**config.mk**
```make
export PLATFORM = sky130hd
export DESIGN_NAME = rca_pipe_addsub
export DESIGN_NICKNAME = d
export VERILOG_FILES = /design/src/rtl/rca_pkg.sv /design/src/rtl/rca_chunk.sv /design/src/rtl/rca_pipe_addsub.sv
export SDC_FILE = /design/constraint.sdc
export NUM_CORES = 1
export LEC_CHECK = 0
export ABC_AREA = 1
export BUFFER_PORTS_ARGS = -buffer_cell sky130_fd_sc_hd__buf_2
export CAP_MARGIN = 20
export CORE_UTILIZATION = 55
export CTS_CLUSTER_SIZE = 8
export DETAILED_ROUTE_END_ITERATION = 7
export GPL_ROUTABILITY_DRIVEN = 0
export GPL_TIMING_DRIVEN = 0
export PLACE_DENSITY = 0.83
export SYNTH_ARGS = -nofsm -noshare
export SYNTH_HDL_FRONTEND = slang
export SYNTH_SLANG_ARGS = --single-unit
```
**constraint.sdc**
```tcl
create_clock -name clk -period 6.25 [get_ports clk]
set_clock_uncertainty 0.1 [all_clocks]
set_input_delay 0.625 -clock clk [delete_from_list [all_inputs] [get_ports clk]]
set_output_delay 0.625 -clock clk [all_outputs]
set_load 0.005 [all_outputs]
```
**src/rtl/rca_pkg.sv**
```systemverilog
// Shared constants and helpers for the pipelined ripple-carry adder/subtractor.
// The divisibility check is a macro so each top can assert its own parameter pair at elaboration.
`ifndef RCA_PKG_SV
`define RCA_PKG_SV

`define RCA_CHECK_DIVISIBLE(W, S) \
    if ((S) < 1 || (S) > (W) || ((W) % (S)) != 0) begin : g_bad_params \
        $error("rca: WIDTH must be a non-zero multiple of STAGES"); \
    end

package rca_pkg;

    localparam logic OP_ADD = 1'b0;
    localparam logic OP_SUB = 1'b1;

    function automatic int unsigned chunk_w(input int unsigned width, input int unsigned stages);
        return width / stages;
    endfunction

endpackage

`endif

```
**src/rtl/rca_chunk.sv**
```systemverilog
// Combinational N-bit ripple chain of full adders; also exposes the carry into the top bit
// so the caller can form a signed-overflow flag.
module rca_chunk #(
    parameter int unsigned N = 4
) (
    input  logic [N-1:0] x,
    input  logic [N-1:0] y,
    input  logic         ci,
    output logic [N-1:0] sum,
    output logic         co,
    output logic         c_msb
);

    logic [N:0] w_c;

    always_comb begin
        w_c    = '0;
        sum    = '0;
        w_c[0] = ci;
        for (int unsigned i = 0; i < N; i++) begin
            sum[i]     = x[i] ^ y[i] ^ w_c[i];
            w_c[i + 1] = (x[i] & y[i]) | (w_c[i] & (x[i] ^ y[i]));
        end
        co    = w_c[N];
        c_msb = w_c[N - 1];
    end

endmodule

```
**src/rtl/rca_pipe_addsub.sv**
```systemverilog
// Pipelined ripple-carry adder/subtractor: one CHUNK-bit slice per stage, carry registered
// between stages, single global advance for valid/ready backpressure.
module rca_pipe_addsub
    import rca_pkg::*;
#(
    parameter int unsigned WIDTH  = 16,
    parameter int unsigned STAGES = 4
) (
    input  logic             clk,
    input  logic             rst,
    input  logic             in_valid,
    output logic             in_ready,
    input  logic [WIDTH-1:0] a,
    input  logic [WIDTH-1:0] b,
    input  logic             c,
    input  logic             sub,
    output logic             out_valid,
    input  logic             out_ready,
    output logic [WIDTH-1:0] s,
    output logic             co,
    output logic             ovf
);

    localparam int unsigned CHUNK = chunk_w(WIDTH, STAGES);

    `RCA_CHECK_DIVISIBLE(WIDTH, STAGES)

    // Operand bits at and below a stage's own chunk are never read again downstream.
    function automatic logic [WIDTH-1:0] hi_mask(input int unsigned k);
        return {WIDTH{1'b1}} << ((k + 1) * CHUNK);
    endfunction

    logic             r_v     [STAGES];
    logic [WIDTH-1:0] r_a     [STAGES];
    logic [WIDTH-1:0] r_b     [STAGES];
    logic [WIDTH-1:0] r_s     [STAGES];
    logic             r_c     [STAGES];
    logic             r_cmsb;

    logic             w_adv;
    logic             w_src_v [STAGES];
    logic [WIDTH-1:0] w_src_a [STAGES];
    logic [WIDTH-1:0] w_src_b [STAGES];
    logic [WIDTH-1:0] w_src_s [STAGES];
    logic             w_src_c [STAGES];
    logic [WIDTH-1:0] w_s_next[STAGES];

    logic [CHUNK-1:0] w_cx    [STAGES];
    logic [CHUNK-1:0] w_cy    [STAGES];
    logic [CHUNK-1:0] w_csum  [STAGES];
    logic             w_cci   [STAGES];
    logic             w_cco   [STAGES];
    logic             w_ccm   [STAGES];

    // Entry 0 of each w_src array is the conditioned input beat; entry k is stage k-1's registers.
    always_comb begin
        w_adv      = !r_v[STAGES-1] || out_ready;
        w_src_v[0] = in_valid && w_adv;
        w_src_a[0] = a;
        w_src_b[0] = (sub == OP_SUB) ? ~b : b;
        w_src_c[0] = (sub == OP_SUB) ? ~c : c;
        w_src_s[0] = '0;
        for (int unsigned k = 1; k < STAGES; k++) begin
            w_src_v[k] = r_v[k-1];
            w_src_a[k] = r_a[k-1];
            w_src_b[k] = r_b[k-1];
            w_src_s[k] = r_s[k-1];
            w_src_c[k] = r_c[k-1];
        end
        for (int unsigned k = 0; k < STAGES; k++) begin
            w_cx[k]  = w_src_a[k][k*CHUNK +: CHUNK];
            w_cy[k]  = w_src_b[k][k*CHUNK +: CHUNK];
            w_cci[k] = w_src_c[k];
        end
    end

    for (genvar k = 0; k < STAGES; k++) begin : g_stage
        rca_chunk #(.N(CHUNK)) u_chunk (
            .x     (w_cx[k]),
            .y     (w_cy[k]),
            .ci    (w_cci[k]),
            .sum   (w_csum[k]),
            .co    (w_cco[k]),
            .c_msb (w_ccm[k])
        );
    end

    always_comb begin
        for (int unsigned k = 0; k < STAGES; k++) begin
            w_s_next[k]                   = w_src_s[k];
            w_s_next[k][k*CHUNK +: CHUNK] = w_csum[k];
        end
    end

    always_ff @(posedge clk) begin
        if (rst) begin
            for (int unsigned k = 0; k < STAGES; k++) begin
                r_v[k] <= 1'b0;
                r_a[k] <= '0;
                r_b[k] <= '0;
                r_s[k] <= '0;
                r_c[k] <= 1'b0;
            end
            r_cmsb <= 1'b0;
        end else if (w_adv) begin
            for (int unsigned k = 0; k < STAGES; k++) begin
                r_v[k] <= w_src_v[k];
                r_a[k] <= w_src_a[k] & hi_mask(k);
                r_b[k] <= w_src_b[k] & hi_mask(k);
                r_s[k] <= w_s_next[k];
                r_c[k] <= w_cco[k];
            end
            r_cmsb <= w_ccm[STAGES-1];
        end
    end

    always_comb begin
        in_ready  = w_adv;
        out_valid = r_v[STAGES-1];
        s         = r_s[STAGES-1];
        co        = r_c[STAGES-1];
        ovf       = r_cmsb ^ r_c[STAGES-1];
    end

endmodule

```
==> metrics.txt, run 1 <==
status complete, but fails checks; failing checks design-rule violations; Clk pwr share 0.294; # H-tree levels 3; Layout area overhead 14.44%; Seq cells post-synth 97; Setup TNS Final 0 ns; Yosys top cell by area edfxtp_1; layout cells sized above 1 0.1908; CP Max Fanout 10; Post-DRT Antenna Nets 0; Die W 90.76 um; Hold Path Stages 2; row count 32; NetSw 0.2757 mW; number of synthesized flops with an enable pin 96; final setup vio count 0; Fmax 367.8 MHz; cell-internal power 1.004 mW; post-synthesis cell type count 15; Setup CP Type input pin to flop; Comb power frac 0.095; initial core utilization 0.5636; post-synthesis sequential area ratio 0.6699; final hold violation count 0; DP Area 4781 um2; First DRT Iteration DRCs 93; reg2reg path depth 6; GRT Overall Usage 0.1605; Syn Inst Count 384; Min-Delay Path Class flop to flop; RSZ-0062 raised after global routing no; # resized after CTS 0; Yosys top cell area share 0.6653; synthesized cell area 4333 um2; fin. max-slew vios 0; period utilisation layout 0.4350; cell area after layout 4959 um2; non-filler cells, final 558; CTS buffer count 9; WP data arrival 2.73 ns; Avg Inst Size Synth 11.28 um2; CTS tree done; post-CTS setup buffer count 0; drt pass-1 iters 6; CP Capture Type flop; clock tree buffer depth 2; first-pass GRT wire length 10,080 um; Yosys warnings 0; Die ar. 8237 um2; PortBufs 56; grt ovf 0; Vias 2,404; IO Count 58; peak supply drop 0.1071 mV; syn_nets 438; cts hold-fix bufs 0; Antenna diodes 0; Max-cap violations 0; CTS root buf clkbuf_8; nets 506; Synth area leaders edfxtp_1, inv_1, nor2_1; placed cell count 543; Reg clk slew, reported paths 0.08 ns; Slew @ Worst Pin 0.3526 ns; WL/cell 10.13 um; # clock sinks 97; required time worst endpoint 6.27 ns; Via density 4.308; pre-CTS WS 3.128 ns; Static Leak 2.346 nW; count leader, synth inv_1; sw frac 0.2155; Most used DFF post-synth edfxtp_1; startpoint types input pin; antenna violations before repair 0; Synth top cells by count inv_1, edfxtp_1, nor2_1; largest net degree at the start of global routing 74; Async S/R FF share, synth 0; final WL 5653 um; number of global-route vias before repair 2,376; Residual DRC 1; PnR worst setup slack 3.531 ns; placed wire-length estimate 3998 um; Worst slew margin 0.7650; die height 90.76 um; PwrDens 258.0 nW/um2; min Tclk post-route 2.719 ns; Reg power frac 0.612; Clock Latency Late Sink 0.36 ns; Placeable Area 7687 um2
==> power groups by stage <==
| stage | logic, mW | clock network (mW) | registers [mW] |
|---|---|---|---|
| 2_1_floorplan | 0.0812 | 0 | 0.797 |
| 3_3_place_gp | 0.116 | 0 | 0.797 |
| 3_5_place_dp | 0.123 | 0 | 0.798 |
| 4_1_cts | 0.124 | 0.383 | 0.783 |
| 5_1_grt | 0.144 | 0.409 | 0.788 |
| 6_report | 0.121 | 0.376 | 0.782 |
==> registers in the layout (all words and copies together) (netlist names) <==
register,flops
r_cmsb,1
r_v,4
r_s,40
r_c,4
r_b,24
r_a,24
==> through the flow <==
step | util | power [mW] | hold WS [ns]
4_1_cts | 0.6450 | 1.290 | 0.3959
3_5_place_dp | 0.6219 | 0.9207 | 0.3849
3_3_place_gp | 0.6167 | 0.9133 | 0.3763
5_1_grt | 0.6450 | 1.341 | 0.4422
2_1_floorplan | - | 0.8783 | 0.3641
6_report | 0.6450 | 1.279 | 0.3894
==> per-layer routing <==
metal,share of wire,track usage
met3,0.049,0.04125
met4,0.018,0.08065
met5,0,0
met2,0.53,0.2854
met1,0.40,0.1771
==> cells by family (layout without fill, tap and decap cells) <==
logic type	Yosys count	count (layout)	share of synthesized area
simple gates	138	138	0.1219
buf+inv	127	199	0.1221
fa+ha+maj	16	16	0.07392
flops	97	97	0.6699
xor+xnor	6	6	0.01213
==> cells in the final DEF (no fill, tap or decap), drive strengths merged <==
cell type  Yosys  routed
clkinv         0       1
clkbuf         0      12
nand2         39      39
nand4          1       1
xor2           3       3
edfxtp        96      96
clkinvlp       0       1
fa            16      16
bufinv         0       1
inv          114     114
dfxtp          1       1
xnor2          3       3
buf           13      70
nor2          96      96
nand3          2       2
==> critical path, stage by stage <==
cell and delay, ns:
buf_4 0.14, buf_4 0.18, xnor2_1 0.15, fa_1 0.41
inv_1 0.09, fa_1 0.16, inv_1 0.05, fa_1 0.35
inv_1 0.07, fa_1 0.40, inv_1 0.06, nor2_1 0.04
==> final timing paths <==
kind / startpoint / to / slack, ns
max reg2reg: r_a[0][32]$_SDFFCE_PN0P_ / r_s[3][15]$_SDFFCE_PN0P_ / 3.72
max: sub / r_s[0][3]$_SDFFCE_PN0P_ / 3.53
min reg2reg: r_cmsb$_SDFFE_PP0N_ / r_cmsb$_SDFFE_PP0N_ / 0.39
min: r_cmsb$_SDFFE_PP0N_ / r_cmsb$_SDFFE_PP0N_ / 0.39
==> layout make-up <==
| type | instances | area (um2) |
|---|---|---|
| Sequential cell | 97 | 2903 |
| Timing Repair Buffer | 57 | 307.8 |
| Fill cell | 573 | 2729 |
| Buffer | 13 | 101.3 |
| Multi-Input combinational cell | 160 | 913.4 |
| Tap cell | 102 | 127.6 |
| Inverter | 114 | 427.9 |
| Clock buffer | 12 | 135.1 |
| Clock inverter | 3 | 42.54 |
No activity file was read; power rests on OpenSTA's default activity.
==> run 2, diff against run 1 <==
==> constraint.sdc (replaced) <==
create_clock -name clk -period 2.8 [get_ports clk]
set_clock_uncertainty 0.1 [all_clocks]
set_input_delay 0.28 -clock clk [delete_from_list [all_inputs] [get_ports clk]]
set_output_delay 0.28 -clock clk [all_outputs]
set_load 0.005 [all_outputs]
==> metrics.txt, run 2 (synthesis gave the netlist of run 1 again) <==
Min-Delay Path Class input pin to flop; Reg clk slew, reported paths 0.09 ns; Residual DRC 0; Biggest register r_s; antenna violations before repair 0; # H-tree levels 3; Via density 4.455; startpoint types flop; required time worst endpoint 2.80 ns; post-CTS setup buffer count 0; PwrDens 612.1 nW/um2; pre-CTS WS 0.03761 ns; cts hold-fix bufs 0; CTS buffer count 9; placed wire-length estimate 4128 um; First DRT Iteration DRCs 191; Static Leak 2.371 nW; critical path's slowest cell fa_1; GRT Overall Usage 0.1728; PortBufs 56; grt ovf 0; most frequent CP cell fa_1; largest net degree at the start of global routing 73; Worst slew margin 0.7502; Max-cap violations 0; Antenna diodes 0; delay of the slowest cell on the worst path 0.56 ns; initial core utilization 0.5636; WP data arrival 2.50 ns; RSZ-0062 raised after global routing no; Power, Total 3.064 mW; PnR worst setup slack 0.3036 ns; cell area after layout 5006 um2; Slew @ Worst Pin 0.3747 ns; die height 90.76 um; final setup vio count 0; Setup CP Type flop to flop; Layout area overhead 15.54%; Die W 90.76 um; DP Area 4781 um2; Die ar. 8237 um2; final hold violation count 0; Fmax 400.6 MHz; CP Capture Type flop; most frequent cells in the layout inv_1, nor2_1, edfxtp_1; worst path buffer plus inverter count 1; commonest non-fill, non-tap cell in the layout inv_1; largest registers r_s (40), r_a (24), r_b (24); drt pass-1 iters 4; number of global-route vias before repair 2,469; min Tclk post-route 2.496 ns; fin. max-slew vios 0; final WL 6261 um; clock tree buffer depth 2; period utilisation layout 0.8916; CP Max Fanout 2; # resized after CTS 0; WL/cell 11.22 um; Setup TNS Final 0 ns; worst hold margin 0.1259 ns; nets 506; family with the most delay on the worst path adder cells; Vias 2,486; crit-path cells fa_1 -> inv_1 -> fa_1 -> fa_1 -> fa_1 -> nor2_1; Clock Latency Late Sink 0.34 ns; CTS root buf clkbuf_8; Post-DRT Antenna Nets 0; max FFs per register 40; layout cells sized above 1 0.1908; peak supply drop 0.2771 mV; first-pass GRT wire length 10,810 um; row count 32; # clock sinks 97; FILL cells 594; Placeable Area 7687 um2; IO Count 58; CTS tree done; status finished clean
==> run 2: cell types whose count changed in the layout (fill, tap and decap cells not counted), sizes merged <==
cell	previous run	this run
bufinv	1	3
clkinv	1	0
clkinvlp	1	0
==> run 2: path summary, 6_finish.rpt <==
kind	from	to	slack (ns)	depth (start not counted)
worst max register to register	r_c[2]$_SDFFCE_PN0P_	r_s[3][15]$_SDFFCE_PN0P_	0.30	6
worst min register to register	r_cmsb$_SDFFE_PP0N_	r_cmsb$_SDFFE_PP0N_	0.41	2
worst min-delay path	a[4]	r_a[0][0]$_SDFFCE_PN0P_	0.13	3
worst max-delay path	r_c[2]$_SDFFCE_PN0P_	r_s[3][15]$_SDFFCE_PN0P_	0.30	6
==> run 2: layout make-up <==
cell class | count | area (um2) | area share
clock inverters | 3 | 90.09 | 0.01800
inverters | 114 | 427.9 | 0.08548
multi-input cells | 160 | 913.4 | 0.1825
repair buffers | 57 | 307.8 | 0.06148
flip-flops and latches | 97 | 2903 | 0.5799
well taps | 102 | 127.6 | 0.02549
clock buffers | 12 | 135.1 | 0.02699
plain buffers | 13 | 101.3 | 0.02024
==> run 2: per-layer routing <==
metal	routed length [um]	GRT usage	share of wire
met1	2596	0.2014	0.41
met2	3227	0.2961	0.52
met3	277	0.03788	0.044
met4	160	0.09677	0.026
met5	0	0	0
==> run 2: worst register-to-register path, stage by stage, from the launching register on <==
cell and delay (ns):
edfxtp_1 0.37, fa_1 0.19, inv_1 0.06, fa_1 0.44
fa_1 0.50, fa_1 0.56, nor2_1 0.04
==> run 2: report_power, final <==
part / leakage [nW] / internal, mW / switching, mW
Sequential: 1.15 / 1.72 / 0.0348
Combinational: 1.11 / 0.118 / 0.161
Clock: 0.111 / 0.591 / 0.442
Total: 2.37 / 2.43 / 0.638
==> run 2: metrics by stage <==
| stage | utilization | instances |
|---|---|---|
| after global placement | 0.6174 | 542 |
| after CTS | 0.6512 | 558 |
| after detailed placement | 0.6219 | 543 |
| after floorplan | - | 384 |
| final | 0.6512 | 558 |
| after global routing | 0.6512 | 558 |
